`src/rtl/tl_phase_sched.sv`:
```
// rtl/tl_phase_sched.sv - timed four-phase intersection scheduler (optional pedestrian walk: TL_PED_EN)
module tl_phase_sched #(
    parameter int GREEN_MIN = 4,
    parameter int GREEN_MAX = 12,
    parameter int YELLOW_T  = 2,
    parameter int WALK_T    = 6,
    parameter int CNT_W     = 4
) (
    input  logic       clk,
    input  logic       reset,
    input  logic       Ta,
    input  logic       Tal,
    input  logic       Tb,
    input  logic       Tbl,
`ifdef TL_PED_EN
    input  logic       ped_req,
    output logic       walk,
`endif
    output logic [1:0] La,
    output logic [1:0] Lb,
    output logic [2:0] phase
);

    localparam logic [2:0] S_G   = 3'd0;
    localparam logic [2:0] S_Y   = 3'd1;
    localparam logic [2:0] S_AR  = 3'd2;
`ifdef TL_PED_EN
    localparam logic [2:0] S_WK  = 3'd3;
    localparam logic [2:0] S_ARW = 3'd4;  // clearance after walk: always resumes the phase cycle
    localparam logic [CNT_W-1:0] WALK_END = CNT_W'(WALK_T - 1);
`endif

    localparam logic [CNT_W-1:0] GMIN_M1 = CNT_W'(GREEN_MIN - 1);
    localparam logic [CNT_W-1:0] GMAX_M1 = CNT_W'(GREEN_MAX - 1);
    localparam logic [CNT_W-1:0] Y_END   = CNT_W'(YELLOW_T - 1);
    localparam int CNT_NEED = ((GREEN_MAX > WALK_T) ? GREEN_MAX : WALK_T) - 1;

    // The timer must be able to reach every threshold it is compared against.
    if (CNT_NEED > (2 ** CNT_W) - 1) begin : g_cnt_check
        $error("CNT_W too narrow for GREEN_MAX/WALK_T");
    end

    localparam logic [1:0] L_GREEN  = 2'b00;
    localparam logic [1:0] L_YELLOW = 2'b01;
    localparam logic [1:0] L_LEFT   = 2'b10;
    localparam logic [1:0] L_RED    = 2'b11;

    logic [2:0]       state_q, state_d;
    logic [1:0]       phase_q, phase_d;
    logic [CNT_W-1:0] timer_q, timer_d;
    logic [1:0]       la_q, la_d;
    logic [1:0]       lb_q, lb_d;
    logic [3:0]       dem;
    logic             other;
    logic [1:0]       nxt;
    logic [1:0]       cand;
    logic             found;
    logic [1:0]       act_code;
`ifdef TL_PED_EN
    logic             ped_pend_q, ped_pend_d;
    logic             walk_q, walk_d;
`endif

    // Next-state, next-phase, timer and registered light codes.
    always_comb begin
        dem      = {Tbl, Tb, Tal, Ta};
        other    = |(dem & ~(4'b0001 << phase_q));
`ifdef TL_PED_EN
        other    = other | ped_pend_q;
`endif
        nxt      = 2'd0;
        found    = 1'b0;
        cand     = 2'd0;
        for (int i = 1; i <= 4; i++) begin
            cand = phase_q + 2'(i);
            if (!found && dem[cand]) begin
                nxt   = cand;
                found = 1'b1;
            end
        end

        state_d = state_q;
        phase_d = phase_q;
        case (state_q)
            S_G: begin
                if (timer_q >= GMIN_M1 && other && (!dem[phase_q] || timer_q >= GMAX_M1))
                    state_d = S_Y;
            end
            S_Y: begin
                if (timer_q == Y_END)
                    state_d = S_AR;
            end
            S_AR: begin
`ifdef TL_PED_EN
                if (ped_pend_q) begin
                    state_d = S_WK;
                end else begin
                    state_d = S_G;
                    phase_d = nxt;
                end
`else
                state_d = S_G;
                phase_d = nxt;
`endif
            end
`ifdef TL_PED_EN
            S_WK: begin
                if (timer_q == WALK_END)
                    state_d = S_ARW;
            end
            S_ARW: begin
                state_d = S_G;
                phase_d = nxt;
            end
`endif
            default: begin
                state_d = S_G;
                phase_d = 2'd0;
            end
        endcase

        if (state_d != state_q)
            timer_d = '0;
        else if (&timer_q)
            timer_d = timer_q;
        else
            timer_d = timer_q + 1'b1;

`ifdef TL_PED_EN
        // A request arriving on the walk-entry edge survives the clear.
        ped_pend_d = ped_req | (ped_pend_q & (state_d != S_WK || state_q == S_WK));
        walk_d     = (state_d == S_WK);
`endif

        act_code = phase_d[0] ? L_LEFT : L_GREEN;
        la_d     = L_RED;
        lb_d     = L_RED;
        if (state_d == S_G) begin
            if (phase_d[1]) lb_d = act_code;
            else            la_d = act_code;
        end else if (state_d == S_Y) begin
            if (phase_d[1]) lb_d = L_YELLOW;
            else            la_d = L_YELLOW;
        end
    end

    // State registers with synchronous reset to green on road A straight.
    always_ff @(posedge clk) begin
        if (reset) begin
            state_q <= S_G;
            phase_q <= 2'd0;
            timer_q <= '0;
            la_q    <= L_GREEN;
            lb_q    <= L_RED;
`ifdef TL_PED_EN
            ped_pend_q <= 1'b0;
            walk_q     <= 1'b0;
`endif
        end else begin
            state_q <= state_d;
            phase_q <= phase_d;
            timer_q <= timer_d;
            la_q    <= la_d;
            lb_q    <= lb_d;
`ifdef TL_PED_EN
            ped_pend_q <= ped_pend_d;
            walk_q     <= walk_d;
`endif
        end
    end

    assign La    = la_q;
    assign Lb    = lb_q;
    assign phase = {1'b0, phase_q};
`ifdef TL_PED_EN
    assign walk  = walk_q;
`endif

endmodule

```
`config.mk`:
```
export PLATFORM = sky130hd
export DESIGN_NAME = tl_phase_sched
export DESIGN_NICKNAME = d
export VERILOG_FILES = /design/src/rtl/tl_phase_sched.sv
export SDC_FILE = /design/constraint.sdc
export NUM_CORES = 1
export LEC_CHECK = 0
export CORE_ASPECT_RATIO = 1.5
export CORE_MARGIN = 2
export CORE_UTILIZATION = 35
export DETAILED_ROUTE_END_ITERATION = 6
export DONT_BUFFER_PORTS = 1
export GPL_TIMING_DRIVEN = 1
export SYNTH_ARGS = -nofsm -noshare
export SYNTH_HDL_FRONTEND = slang
export SYNTH_SLANG_ARGS = --single-unit
export TNS_END_PERCENT = 20
```
`constraint.sdc`:
```
create_clock -name clk -period 2.8 [get_ports clk]
set_input_delay 0.56 -clock clk [delete_from_list [all_inputs] [get_ports clk]]
set_output_delay 0.56 -clock clk [all_outputs]
set_load 0.02 [all_outputs]
```
==> results of run 1 <==
-- cells by family after synthesis --
family          share of synthesized area
simple gates                        0.246
compound gates                      0.153
flops                               0.301
mux                                 0.146
buf+inv                            0.0405
fa+ha+maj                          0.0997
other cells                       0.00433
xor+xnor                           0.0101
-- state kept, by name (all words and copies together), names as in the netlist --
signal / flops
Lb: 2
phase_q: 2
timer_q: 4
La: 2
state_q: 3
-- final cells by class --
| class | count | share of cell area |
|---|---|---|
| Multi-Input combinational cell | 75 | 0.624 |
| Clock buffer | 4 | 0.0285 |
| Timing Repair Buffer | 1 | 0.00815 |
| Tap cell | 24 | 0.0326 |
| Inverter | 6 | 0.0245 |
| Sequential cell | 13 | 0.283 |
-- Yosys cell counts (3+ instances only) --
cell       n
a211oi_1   3
nand3_1    3
nor2b_1    4
mux2i_1    4
nor2_1    11
ha_1       6
nand2_1    3
dfxtp_1   13
inv_1      6
and3_1     3
a21oi_1    4
-- final timing paths --
| check | start | to | depth (start not counted) |
|---|---|---|---|
| worst max register to register | phase_q[0]$_SDFF_PP0_ | La[1]$_SDFF_PP0_ | 7 |
| worst min register to register | timer_q[1]$_SDFFE_PP0N_ | timer_q[3]$_SDFFE_PP0N_ | 2 |
| worst min-delay path | reset | La[1]$_SDFF_PP0_ | 1 |
| worst max-delay path | phase_q[0]$_SDFF_PP0_ | La[1]$_SDFF_PP0_ | 7 |
-- routing by layer --
metal  wire, um  part of all wire  vias to the layer above
met5          0                 0                        -
met4         85             0.046                        0
met3         93             0.050                        8
met2        913              0.49                       19
met1        762              0.41                      342
li1           -                 -                      361
-- power by group --
group	internal [uW]	total (uW)	switching, uW
Clock	55.2	111	55.9
Combinational	13.8	28.9	15.1
Sequential	187	189	2.19
Total	256	329	73.3
-- worst max-delay path: stages (launching register included) --
cell and delay (ns):
dfxtp_1 0.66, inv_1 0.19, ha_1 0.41, mux4_1 0.32, nor2b_1 0.18, a32oi_1 0.13
or3_1 0.32, a31oi_1 0.15
-- stage by stage --
stage	hold slack, ns	cell area (um2)	utilization	cells
5_1_grt	0.334	921	0.385	123
3_5_place_dp	0.539	895	0.374	119
4_1_cts	0.345	921	0.385	123
3_3_place_gp	0.524	895	0.374	119
6_report	0.349	921	0.385	123
2_1_floorplan	0.503	870	-	96
==> qor.csv, run 1 <==
stage,metric,value,unit
cts,Clock Tree Buf Depth,2,
cts,CTS Sinks,13,
sta,TNS Setup,0,ns
setup_path,CP Launch Type,flop,
placement,Setup WS pre-CTS,0.408,ns
status,outcome,"finished, final reports clean",
power,Max VDD drop,204,uV
drt,WL/cell,15.1,um
setup_path,r2r setup slk,0.36,ns
logic_synthesis,Post-synth EDFFs,0,
drt,Pre-antenna DRT Iters,4,
setup_path,type of the worst setup path,reg2reg,
power,Leak,0.000320,uW
sta,# setup viols final,0,
placement,Placer Congestion,0.874,
cts,CTS tree,yes,
sta,RSZ-0062 raised after global routing,no,
global_route,largest net degree at the start of global routing,15,
drt,Post-DRT Antenna Nets,0,
logic_synthesis,yosys warns,0,
sta,worst rel slew slack,0.561,
global_route,antenna violations before repair,0,
logic_synthesis,"Cell Area, Synth",866,um2
power,P per Cell Area,358,mW/mm2
logic_synthesis,synthesized instance count,95,
logic_synthesis,synthesized flop and latch total,13,
placement,PortBufs,0,
sta,Hold Fails Final Rpt,0,
logic_synthesis,Yosys top cell area share,0.301,
floorplan,Site Rows,22,
logic_synthesis,sequential fraction of the synthesis area,0.301,
global_route,global-route usage over all layers,0.146,
sta,Final WS setup,0.363,ns
floorplan,Ports,13,
sta,clk_skew,0.00273,ns
cts,post-CTS repair timing setup buffer count,0,
setup_path,"Arr. time, crit path",2.64,ns
global_route,Most Crowded Layer GR,met2,
final_layout,most frequent cells in the layout,"13 x dfxtp_1, 11 x nor2_1, 6 x inv_1, 6 x ha_1",
floorplan,full die area,0.00290,mm2
floorplan,Initial Util,0.362,
setup_path,Worst EP required,3.00,ns
global_route,global routing usage on met3,0.0223,
sta,worst slew pin tran,0.642,ns
worst_hold_path,HP Class,in2reg,
drt,Post-Route WL,1850,um
logic_synthesis,ys async rst share,0,
global_route,first-pass GRT wire length,3120,um
cts,hold buffers post-CTS,0,
setup_path,CP Capture Type,flop,
drt,routed vias/inst,5.93,
final_layout,"most common cell after layout, fill and taps aside",dfxtp_1,
cts,Clock Tree Root,clkbuf_4,
logic_synthesis,synth unique cells,39,
sta,Tmin final,2.44,ns
logic_synthesis,Most used DFF post-synth,dfxtp_1,
global_route,GR Overflow Total,0,
cts,Post-CTS Resized,0,
final_layout,nets,112,
global_route,vias in the first global route,706,
cts,H-tree levels,1,
floorplan,Die W,44.6,um
global_route,met1 usage,0.164,
floorplan,Die H,64.9,um
sta,Slew Limit Fails,0,
floorplan,core area,0.00239,mm2
logic_synthesis,syn_area_per_cell,9.11,um2
power,total power,329,uW
final_layout,layout cells sized above 1,0.111,
cts,CTS Buf Count,3,
cts,clock latency at the later pin of the worst-skew pair,0.27,ns
final_layout,Layout area overhead,6.36,%
placement,DP Wirelength,1450,um
sta,max frequency,0.410,GHz
final_layout,footprint of the multi-input gates,574,um2
logic_synthesis,Synth area leader,dfxtp_1,
logic_synthesis,synth top area cells,"dfxtp_1 30%, ha_1 8.7%, mux4_1 6.1%",
sta,fin crit share,0.871,
flow_run,max cap viols,0,
setup_path,critical path peak fanout,14,
global_route,met2 Usage GRT,0.239,
drt,drc violations,0,
drt,First DRT Iteration DRCs,18,
cts,Worst-path clk slew,0.07,ns
final_layout,fill cell count,241,
final_layout,Seq. cell area,260,um2
drt,DR vias,730,
final_layout,Ant. Diodes,0,
(Power assumes the default switching activity.)
==> inputs of run 2 (changes only) <==
--- a/config.mk
+++ b/config.mk
@@ -5,12 +5,12 @@
 export SDC_FILE = /design/constraint.sdc
 export NUM_CORES = 1
 export LEC_CHECK = 0
+export CAP_MARGIN = 5
 export CORE_ASPECT_RATIO = 1.5
 export CORE_MARGIN = 2
 export CORE_UTILIZATION = 35
 export DETAILED_ROUTE_END_ITERATION = 6
 export DONT_BUFFER_PORTS = 1
-export GPL_TIMING_DRIVEN = 1
 export SYNTH_ARGS = -nofsm -noshare
 export SYNTH_HDL_FRONTEND = slang
 export SYNTH_SLANG_ARGS = --single-unit
==> results of run 2 <==
The final DEF is identical to that of run 1; final timing and power are the same.
